**src/rtl/dmem_arbiter.sv**
```systemverilog
// dmem_arbiter: shares the single data-memory port between the MEM stage
// (CPU port) and a debug/DMA port. Each granted access holds the memory for
// LATENCY cycles (BUSY), then spends one cycle in DONE with the winner's
// ack raised, so back-to-back accesses issue every LATENCY+2 cycles.
//
// Ports:
//   clk_i, rst_i          clock, asynchronous active-high reset
//   start_i               gate for new grants (in-flight access always completes)
//   cpu_*_i / cpu_*_o     CPU request fields, read data, ack pulse, stall
//   dma_*_i / dma_*_o     DMA request fields, read data, ack pulse
//   mem_*_o / mem_rdata_i memory enable/write/address/data, read data
//   busy_o                high whenever the controller is not IDLE
//
// Build option: define DMEM_ARB_RR_EN for round-robin tie breaking; when it
// is undefined the CPU always wins a tie and no pointer state exists.
module dmem_arbiter #(
  parameter int LATENCY = 2,
  parameter int ADDR_W  = 32,
  parameter int DATA_W  = 32
) (
  input  logic              clk_i,
  input  logic              rst_i,
  input  logic              start_i,
  input  logic              cpu_req_i,
  input  logic              cpu_we_i,
  input  logic [ADDR_W-1:0] cpu_addr_i,
  input  logic [DATA_W-1:0] cpu_wdata_i,
  output logic [DATA_W-1:0] cpu_rdata_o,
  output logic              cpu_ack_o,
  output logic              cpu_stall_o,
  input  logic              dma_req_i,
  input  logic              dma_we_i,
  input  logic [ADDR_W-1:0] dma_addr_i,
  input  logic [DATA_W-1:0] dma_wdata_i,
  output logic [DATA_W-1:0] dma_rdata_o,
  output logic              dma_ack_o,
  output logic              mem_en_o,
  output logic              mem_we_o,
  output logic [ADDR_W-1:0] mem_addr_o,
  output logic [DATA_W-1:0] mem_wdata_o,
  input  logic [DATA_W-1:0] mem_rdata_i,
  output logic              busy_o
);

  typedef enum logic [1:0] {IDLE, BUSY, DONE} state_t;

  state_t     state;
  logic [3:0] cnt;       // remaining BUSY cycles after the current one
  logic       sel_dma;   // owner of the access in flight
  logic       pick_dma;  // winner if a grant happens this cycle

`ifdef DMEM_ARB_RR_EN
  logic last_dma;        // last granted port; a tie goes to the other one

  always_comb begin
    pick_dma = dma_req_i & (~cpu_req_i | ~last_dma);
  end

  always_ff @(posedge clk_i or posedge rst_i) begin
    if (rst_i)
      last_dma <= 1'b1;  // so the CPU wins the first tie
    else if (state == IDLE && start_i && (cpu_req_i || dma_req_i))
      last_dma <= pick_dma;
  end
`else
  always_comb begin
    pick_dma = dma_req_i & ~cpu_req_i;
  end
`endif

  always_ff @(posedge clk_i or posedge rst_i) begin
    if (rst_i) begin
      state       <= IDLE;
      cnt         <= '0;
      sel_dma     <= 1'b0;
      cpu_ack_o   <= 1'b0;
      dma_ack_o   <= 1'b0;
      cpu_rdata_o <= '0;
      dma_rdata_o <= '0;
      mem_en_o    <= 1'b0;
      mem_we_o    <= 1'b0;
      mem_addr_o  <= '0;
      mem_wdata_o <= '0;
    end else begin
      cpu_ack_o <= 1'b0;
      dma_ack_o <= 1'b0;
      case (state)
        IDLE: begin
          if (start_i && (cpu_req_i || dma_req_i)) begin
            sel_dma     <= pick_dma;
            mem_en_o    <= 1'b1;
            mem_we_o    <= pick_dma ? dma_we_i    : cpu_we_i;
            mem_addr_o  <= pick_dma ? dma_addr_i  : cpu_addr_i;
            mem_wdata_o <= pick_dma ? dma_wdata_i : cpu_wdata_i;
            cnt         <= 4'(LATENCY - 1);
            state       <= BUSY;
          end
        end
        BUSY: begin
          if (cnt != '0) begin
            cnt <= cnt - 4'd1;
          end else begin
            // Last BUSY cycle: read data is valid on this edge.
            if (!mem_we_o) begin
              if (sel_dma) dma_rdata_o <= mem_rdata_i;
              else         cpu_rdata_o <= mem_rdata_i;
            end
            if (sel_dma) dma_ack_o <= 1'b1;
            else         cpu_ack_o <= 1'b1;
            mem_en_o <= 1'b0;
            mem_we_o <= 1'b0;
            state    <= DONE;
          end
        end
        // Ack cycle: requests seen now belong to the finished access.
        DONE:    state <= IDLE;
        default: state <= IDLE;
      endcase
    end
  end

  assign busy_o      = (state != IDLE);
  assign cpu_stall_o = cpu_req_i & ~cpu_ack_o;

endmodule
```
**config.mk**
```make
export PLATFORM = sky130hd
export DESIGN_NAME = dmem_arbiter
export DESIGN_NICKNAME = d
export VERILOG_FILES = /design/src/rtl/dmem_arbiter.sv
export SDC_FILE = /design/constraint.sdc
export NUM_CORES = 1
export LEC_CHECK = 0
export BUFFER_PORTS_ARGS = -buffer_cell sky130_fd_sc_hd__buf_4
export CORE_AREA = 2 2 117 119
export CTS_CLUSTER_SIZE = 28
export DETAILED_ROUTE_END_ITERATION = 10
export DIE_AREA = 0 0 119 121
export GPL_ROUTABILITY_DRIVEN = 0
export GPL_TIMING_DRIVEN = 0
export PLACE_DENSITY = 0.84
export SLEW_MARGIN = 20
export SYNTH_ARGS = -nofsm -noshare
export SYNTH_HDL_FRONTEND = slang
export SYNTH_SLANG_ARGS = --single-unit
```
**constraint.sdc**
```tcl
create_clock -name clk_i -period 6.4 [get_ports clk_i]
set_input_delay 0.64 -clock clk_i [delete_from_list [all_inputs] [get_ports clk_i]]
set_output_delay 0.64 -clock clk_i [all_outputs]
set_load 0.02 [all_outputs]
```
==> flow_summary_export.csv <==
group,metric,value,unit
clock_tree,numCtsBuffers,17,
clock_tree,cts_max_level,4,
clock_tree,clk_latency,430,ps
yosys,syn_avg_cell_area,15.6,um2
sta,skew,7.97,ps
worst_setup_path,path_cells,"or2_2 -> buf_4",
routing,vias_per_cell,4.98,
pwr,switchingPower,0.00171,W
routing,wire_per_inst,18.4,um
die,coreArea,0.0131,mm2
sta,fin_crit_sh,31.1,%
placement,hpwl,12.6,mm
die,dieArea,0.0144,mm2
die,initial_core_util,46.6,%
sta,setup_tns,0,ps
worst_setup_path,cp_slowest_stage_delay,440,ps
clock_tree,root_buffer,"clkbuf_16",
worst_setup_path,crit_start,"state[1]",
final_layout,fillers,902,
final_layout,post_route_cells_drive_above_1_share,72.2,%
pwr,vdd_ir_drop_max,328,uV
pwr,powerDensity,517,mW/mm2
final_layout,multi_input_area,0.00245,mm2
die,die_height,121,um
sta,finalWorstSetupSlack,4410,ps
routing,firstDrtPassIters,4,
sta,fmax,503,MHz
grt,grt.overflow.total,0,
clock_tree,cts_buffer_depth,2,
yosys,netlist_area,0.00609,mm2
clock_tree,cts.sinks,139,
grt,antenna_found_initial,0,
clock_tree,cts_tree,"done",
grt,grt_pass1_wl,25.6,mm
yosys,ys_seq_elements,139,
final_layout,nNetsFinal,880,
clock_tree,cts_hold_buf,0,
yosys,synth-main-ff-cell,"dfrtp_1",
worst_setup_path,cp_slowest_cell,"dfrtp_1",
pwr,p_clk_share,22.2,%
yosys,ys_async_sr_fraction,100,%
sta,setup_viol,0,
yosys,synth_fp_nets,560,
pwr,p_seq_share,33.3,%
hold_path,hold_class,"in2async",
routing,vias,4478,
sta,rsz0062_at_grt,"no",
sta,tightest_slew,613,ps
die,fp-row-count,42,
yosys,syn_inst,391,
final_layout,antenna_cells,0,
worst_setup_path,r2r-start,"state[1]",
worst_setup_path,crit_type,"reg2out",
grt,grtUsageTotal,23.4,%
clock_tree,ctsResizeCount,0,
final_layout,syn2layout_area_growth,51.7,%
worst_setup_path,critPathRequiredTime,5760,ps
sta,slew_viol_final,0,
worst_setup_path,cp-end-kind,"output port",
die,die_x,119,um
sta,hold_viol_final,0,
worst_setup_path,crit_arrival,1350,ps
sta,holdWs,228,ps
yosys,ys_seq_area_share,57.1,%
routing,drt-total-wl,16.5,mm
clock_tree,post-cts-setup-buffer-count,0,
placement,port_buffers,300,
sta,min_period,1990,ps
worst_setup_path,cp-start-kind,"flop",
routing,ant_nets,0,
die,ios,301,
yosys,yosys_warnings,0,
grt,grt_pass1_vias,4793,
job,drv_cap,0,
clock_tree,path_clk_slew,60,ps
pwr,pwr-share-comb,44.5,%
pwr,netSwitchingFraction,35.8,%
status,outcome,"finished clean",
routing,first_iter_violations,130,
yosys,synth.distinct_cells,30,
grt,grt_start_max_net_pins,78,
yosys,synth_edf_count,0,
pwr,p_int,0.00307,W
worst_setup_path,cp_max_fo,5,
routing,drcViolationCount,0,
final_layout,regArea,0.00348,mm2
pwr,p_leak,4.40,nW
sta,max_slew_margin,59.1,%
placement,place_ws,4100,ps
==> cells by family (layout without fill, tap and decap cells) <==
logic type / Yosys count / in the layout / share of synthesized area (%)
muxes: 197 / 197 / 36.3
and+or+nand+nor: 21 / 21 / 2.65
buffers and inverters: 24 / 357 / 2.69
adders and majority gates: 2 / 2 / 0.411
AOI/OAI and AO/OA: 8 / 8 / 0.842
DFF: 139 / 139 / 57.1
==> power by group through the flow <==
stage	clock network [W]	registers (W)	logic, W
global placement	0	0.00157	0.00209
global route	0.00111	0.00164	0.00224
floorplan	0	0.00209	0.000645
detailed placement	0	0.00160	0.00214
finish	0.00106	0.00159	0.00213
CTS	0.00107	0.00159	0.00215
==> cells in the mapped netlist (all sizes together), types with 2 or more instances <==
master	instances	area, um2
a21oi	2	10.0
buf	19	145
dfrtp	139	3480
ha	2	25.0
inv	4	15.0
mux2	194	2180
mux2i	3	30.0
nand3	4	25.0
nor2	4	17.5
nor2b	3	18.8
o21ai	2	10.0
or3b	2	17.5
==> per-stage QoR <==
stage / utilization [%] / power [W] / cell area (um2) / instances
3_3_place_gp: 65.5 / 0.00366 / 8570 / 867
2_1_floorplan: - / 0.00273 / 6090 / 391
5_1_grt: 70.7 / 0.00499 / 9250 / 900
3_5_place_dp: 65.7 / 0.00374 / 8600 / 868
6_report: 70.7 / 0.00478 / 9250 / 900
4_1_cts: 70.7 / 0.00482 / 9250 / 900
==> final timing paths <==
kind | slack (ps) | to | cells past startpoint
worst min-delay path | 230 | dma_rdata_o[10] | 2
worst min register to register | 490 | mem_en_o | 1
min in group clk_i | 420 | sel_dma | 2
worst max register to register | 4470 | mem_addr_o[17] | 5
worst max-delay path | 4410 | busy_o | 2
max in group asynchronous | 5460 | mem_addr_o[25] | 3
==> worst max-delay path, delay by kind of cell (launching register included) <==
| family | cells | cell delay (ps) |
|---|---|---|
| AND/OR/NAND/NOR | 1 | 310 |
| flip-flops | 1 | 440 |
| buffers and inverters | 1 | 160 |
==> layout by cell type, fill, tap and decap left out, types with 2 or more instances in the layout <==
cell / count
clkinvlp_4: 4
ha_1: 2
mux2_1: 30
mux2i_1: 3
buf_4: 300
buf_6: 8
clkinv_2: 3
bufinv_16: 4
o21ai_0: 2
mux2_2: 164
clkbuf_8: 4
dfrtp_1: 139
nand3_1: 3
inv_1: 3
nor2b_1: 3
buf_2: 11
a21oi_1: 2
clkbuf_16: 17
nor2_1: 3
==> per-layer routing <==
layer / share of wire [%] / vias up / global-route usage, % / routed length (um)
met1: 36 / 2199 / 24.1 / 5930
met4: 3.0 / 0 / 10.5 / 500
met2: 53 / 197 / 42.4 / 8730
li1: - / 2047 / - / -
met5: 0 / - / 0 / 0
met3: 8.4 / 35 / 8.60 / 1390
==> area by class of cell <==
| cell class | instances | share of cell area [%] |
|---|---|---|
| clock buffers | 21 | 5.20 |
| clock inverters | 11 | 1.79 |
| flip-flops and latches | 139 | 37.6 |
| plain buffers | 20 | 1.61 |
| well taps | 176 | 2.38 |
| inverters | 4 | 0.244 |
| repair buffers | 301 | 24.7 |
| multi-input cells | 228 | 26.5 |
==> state kept, by name, summed over array words and instances (netlist names) <==
register,flops
dma_ack_o,1
cpu_ack_o,1
cnt,4
mem_we_o,1
dma_rdata_o,32
mem_wdata_o,32
sel_dma,1
mem_en_o,1
cpu_rdata_o,32
mem_addr_o,32
state,2
Note: power is estimated with default switching activity, not from simulation.
